File: config.mk
export PLATFORM = sky130hd
export DESIGN_NAME = serial_subtractor4
export DESIGN_NICKNAME = d
export VERILOG_FILES = /design/src/rtl/serial_subtractor4_pkg.sv /design/src/rtl/serial_subtractor4_full_subtractor.sv /design/src/rtl/serial_subtractor4.sv
export SDC_FILE = /design/constraint.sdc
export NUM_CORES = 1
export LEC_CHECK = 0
export ABC_AREA = 1
export BUFFER_PORTS_ARGS = -buffer_cell sky130_fd_sc_hd__buf_2
export CORE_MARGIN = 1
export CORE_UTILIZATION = 35
export CTS_CLUSTER_DIAMETER = 50
export DETAILED_ROUTE_END_ITERATION = 6
export SYNTH_ARGS = -nofsm -noshare
export SYNTH_HDL_FRONTEND = slang
export SYNTH_SLANG_ARGS = --single-unit
File: constraint.sdc
create_clock -name clock -period 1.5 [get_ports clock]
set_clock_uncertainty 0.15 [all_clocks]
set_input_delay 0.3 -clock clock [delete_from_list [all_inputs] [get_ports clock]]
set_output_delay 0.3 -clock clock [all_outputs]
set_load 0.01 [all_outputs]
File: src/rtl/serial_subtractor4_pkg.sv
// Shared types for the bit-serial 4-bit subtractor.
// SERIAL_SUB_OVERFLOW_EN adds the signed-overflow output.
package serial_subtractor4_pkg;

  localparam int WIDTH = 4;

  typedef enum logic [1:0] {
    IDLE = 2'd0,
    BUSY = 2'd1,
    DONE = 2'd2
  } state_e;

  typedef logic [1:0] cnt_t;

  localparam cnt_t CNT_LAST = cnt_t'(WIDTH - 1);

endpackage

File: src/rtl/serial_subtractor4_full_subtractor.sv
// Single-bit full subtractor cell: d = a - b - bin.
// Purely combinational; one instance serves every bit position.
module full_subtractor (
  input  logic a,
  input  logic b,
  input  logic bin,
  output logic d,
  output logic bout
);

  assign d    = a ^ b ^ bin;
  assign bout = (~a & b) | (~(a ^ b) & bin);

endmodule

File: src/rtl/serial_subtractor4.sv
// Bit-serial 4-bit subtractor, LSB first, valid/ready on both sides.
// Define SERIAL_SUB_OVERFLOW_EN to add the io_overflow output.
module serial_subtractor4
  import serial_subtractor4_pkg::*;
(
  input  logic             clock,
  input  logic             reset,
  input  logic             io_in_valid,
  output logic             io_in_ready,
  input  logic [WIDTH-1:0] io_a,
  input  logic [WIDTH-1:0] io_b,
  input  logic             io_borrowIn,
  output logic             io_out_valid,
  input  logic             io_out_ready,
  output logic [WIDTH-1:0] io_diff,
`ifdef SERIAL_SUB_OVERFLOW_EN
  output logic             io_overflow,
`endif
  output logic             io_borrowOut
);

  state_e           state_q, state_d;
  logic [WIDTH-1:0] a_q, a_d;
  logic [WIDTH-1:0] b_q, b_d;
  logic [WIDTH-1:0] diff_q, diff_d;
  logic             borrow_q, borrow_d;
  cnt_t             cnt_q, cnt_d;
  logic             fs_d;
  logic             fs_bout;

  full_subtractor u_fs (
    .a    (a_q[0]),
    .b    (b_q[0]),
    .bin  (borrow_q),
    .d    (fs_d),
    .bout (fs_bout)
  );

`ifdef SERIAL_SUB_OVERFLOW_EN
  logic ovf_q, ovf_d;
`endif

  always_comb begin
    state_d  = state_q;
    a_d      = a_q;
    b_d      = b_q;
    diff_d   = diff_q;
    borrow_d = borrow_q;
    cnt_d    = cnt_q;
`ifdef SERIAL_SUB_OVERFLOW_EN
    ovf_d    = ovf_q;
`endif
    unique case (state_q)
      IDLE: begin
        if (io_in_valid) begin
          a_d      = io_a;
          b_d      = io_b;
          borrow_d = io_borrowIn;
          cnt_d    = '0;
          state_d  = BUSY;
        end
      end
      BUSY: begin
        a_d      = a_q >> 1;
        b_d      = b_q >> 1;
        borrow_d = fs_bout;
        diff_d   = {fs_d, diff_q[WIDTH-1:1]};
        cnt_d    = cnt_q + cnt_t'(1);
        if (cnt_q == CNT_LAST) begin
          state_d = DONE;
`ifdef SERIAL_SUB_OVERFLOW_EN
          // shift LSBs now hold the original operand MSBs
          ovf_d = (a_q[0] ^ b_q[0]) & (fs_d ^ a_q[0]);
`endif
        end
      end
      DONE: begin
        if (io_out_ready) begin
          state_d = IDLE;
        end
      end
      default: state_d = IDLE;
    endcase
  end

  always_ff @(posedge clock or posedge reset) begin
    if (reset) begin
      state_q  <= IDLE;
      a_q      <= '0;
      b_q      <= '0;
      diff_q   <= '0;
      borrow_q <= 1'b0;
      cnt_q    <= '0;
`ifdef SERIAL_SUB_OVERFLOW_EN
      ovf_q    <= 1'b0;
`endif
    end else begin
      state_q  <= state_d;
      a_q      <= a_d;
      b_q      <= b_d;
      diff_q   <= diff_d;
      borrow_q <= borrow_d;
      cnt_q    <= cnt_d;
`ifdef SERIAL_SUB_OVERFLOW_EN
      ovf_q    <= ovf_d;
`endif
    end
  end

  assign io_in_ready  = (state_q == IDLE);
  assign io_out_valid = (state_q == DONE);
  assign io_diff      = diff_q;
  assign io_borrowOut = borrow_q;
`ifdef SERIAL_SUB_OVERFLOW_EN
  assign io_overflow  = ovf_q;
`endif

endmodule

==> run_results.csv <==
group,metric,value,unit
status,outcome,"finished clean",
floorplanning,die_y,50.9,um
setup_path,path_class,"flop to output pin",
synthesis,yosys.area.top_type,"dfrtp_1",
place,post_dp_cell_area,972,sq um
synthesis,post_synth_mux_area_share,0,%
sta,setup_violations,0,
setup_path,r2r_slack,0.12,ns
clock_tree,cts_buffers,3,
final_layout,final_area,1040,sq um
global_routing,overflow,0,
sta,timing.hold.ws,0.0463,ns
floorplanning,rows,17,
clock_tree,cts.clk_slew.worst_paths,0.09,ns
sta,rsz0062_at_grt,"true",
final_layout,final_cells,160,
sta,tightest_slew,0.289,ns
synthesis,synth_fa_ha_area_share,3.89,%
setup_path,start_kind,"flop",
routing,wire_per_inst,10.6,um
place,io_buffers,19,
synthesis,synth_ff_type,"dfrtp_1",
synthesis,yosysUniqueCellTypes,18,
synthesis,ys_async_sr_fraction,100,%
setup_path,critPathArrivalTime,1.01,ns
global_routing,grt_pass1_wl,2820,um
synthesis,synth_top_cell_area_share,50.9,%
global_routing,grt_start_max_net_pins,18,
sta,fmax,686,MHz
synthesis,yosys-top-cells-area,"dfrtp_1 (51%), nand2_1 (18%), inv_1 (8.1%)",
sta,hold_violations,0,
synthesis,yosysMostFrequentCell,"nand2_1",
floorplanning,die-area,2590,sq um
sta,setup_ws,0.0420,ns
place,place_inst,153,
clock_tree,cts.path.max_buffers,2,
power_and_ir_drop,p_leak,0.604,nW
clock_tree,cts.root.buffer_cell,"clkbuf_4",
clock_tree,h-tree-depth,1,
run,drv_cap,0,
global_routing,grt_pass1_vias,643,
global_routing,grt.total_usage,15.3,%
synthesis,synth_top_family_by_area,"simple AND/OR/NAND/NOR gates",
floorplanning,ios,20,
setup_path,worstPathRequired,1.05,ns
clock_tree,clock_sinks,17,
setup_path,setup.worst_path.end_class,"output pin",
sta,slew_headroom,80.7,%
sta,post-route-min-period,1.46,ns
synthesis,yosys-top-cells-count,"nand2_1 (40), inv_1 (18), dfrtp_1 (17)",
place,dp_hpwl,1220,um
setup_path,critical_path_peak_fanout,3,
synthesis,ys_seq_elements,17,
global_routing,antenna_found_initial,0,
sta,setup_tns,0,ns
place,gp_congestion,0.741,
clock_tree,cts_tree,"built",
final_layout,areaGrowthSynthToFinish,24.6,%
synthesis,yosys_warnings,0,
clock_tree,clock_latency,0.29,ns
routing,drt_iter0_drc,15,
final_layout,fillCellCount,230,
routing,routed_wl,1700,um
synthesis,synth_nets,120,
routing,ant_nets,0,
worst_hold_path,holdCritPathClass,"primary input to flop",
synthesis,synth-compound-area-share,5.84,%
synthesis,netlist_area,836,sq um
final_layout,drive_gt1_share,29.5,%
synthesis,yosys.area_share.simple,27.5,%
routing,vias,721,
synthesis,synth_edf_count,0,
floorplanning,core_area,2230,sq um
final_layout,final_nets,148,
synthesis,ys_seq_area_share,50.9,%
synthesis,synth_xor_area_share,0,%
routing,drc,0,
routing,first_pass_iters,4,
final_layout,n_antenna_cell,0,
power_and_ir_drop,power.density,2100,nW/um^2
synthesis,synth_area_per_cell,7.96,sq um
sta,finalCritPeriodShare,97.2,%
power_and_ir_drop,peakVddDrop,969,uV
synthesis,syn_inst,105,
floorplanning,start_util,37.4,%
routing,via_per_inst,4.51,
floorplanning,die_w,50.9,um
sta,finalMaxSlewViolations,0,
place,place_ws,0.216,ns
cells by family after synthesis:
family | after synthesis
AO/OA/AOI/OAI | 7
adder cells (fa/ha/maj) | 2
buffers and inverters | 23
flip-flops | 17
AND/OR/NAND/NOR | 56
flip-flops by register name (all words and copies together), names as in the netlist:
name,count
a_q,4
b_q,4
cnt_q,2
io_borrowOut,1
io_diff,4
state_q,2
critical path, cell delays in order, from the launching register on:
cell and delay [ns]:
dfrtp_1 0.44, inv_2 0.07, nor2_2 0.08, buf_2 0.13
metal layers:
| metal | share of wire [%] | routed length [um] | GRT usage [%] | vias to the layer above |
|---|---|---|---|---|
| li1 | - | - | - | 367 |
| met1 | 46 | 773 | 17.7 | 331 |
| met2 | 49 | 823 | 26.0 | 21 |
| met3 | 5.0 | 85 | 6.25 | 2 |
| met4 | 0.77 | 13 | 4.17 | 0 |
| met5 | 0 | 0 | 0 | - |
report_power, final:
group / switching, mW / total [mW] / internal [mW] / leakage, nW
sequential: 0.145 / 0.823 / 0.679 / 0.210
combinational: 0.659 / 1.12 / 0.465 / 0.379
clock: 0.138 / 0.242 / 0.103 / 0.0150
layout by cell type (no fill, tap or decap):
master / count
o21ai_0: 2
nor2_2: 2
a21oi_2: 1
nor2_4: 1
nor2_1: 1
nand2_1: 40
nand3_1: 10
a21oi_1: 1
dfrtp_2: 1
inv_2: 2
dfrtp_1: 16
dlygate4sd3_1: 1
inv_1: 18
buf_4: 6
o21ai_2: 2
nand2_2: 2
clkbuf_4: 3
fa_1: 1
clkbuf_1: 1
o31ai_1: 1
buf_6: 1
ha_1: 1
buf_2: 18
stage by stage:
stage / total power, mW / util [%]
global route: 2.44 / 46.6
floorplan: 1.58 / -
CTS: 2.16 / 45.7
global placement: 1.86 / 43.5
finish: 2.19 / 46.6
detailed placement: 1.89 / 43.5
cell type report:
| class | instances | area (sq um) | share of cell area (%) |
|---|---|---|---|
| Inverter | 20 | 75.1 | 7.21 |
| Multi-Input combinational cell | 65 | 322 | 30.9 |
| Clock buffer | 4 | 26.3 | 2.52 |
| Tap cell | 28 | 35.0 | 3.37 |
| Timing Repair Buffer | 26 | 156 | 15.0 |
| Sequential cell | 17 | 427 | 41.0 |
timing repair:
action | in CTS | in global routing
hold endpoints to repair | 17 | 0
buffers inserted | 1 | 1
resized for setup | 2 | 3
endpoints found under the setup margin | 1 | 2
hold buffers | 1 | 0
path summary, 6_finish.rpt:
path	end	cells past startpoint	from
max	io_out_valid	3	state_q[1]
min reg2reg	a_q[1]	2	a_q[1]
min in group asynchronous	io_diff[0]	4	reset
min	state_q[1]	2	io_out_ready
max reg2reg	b_q[2]	7	state_q[1]
max in group asynchronous	state_q[0]	4	reset
(Power assumes the default switching activity.)
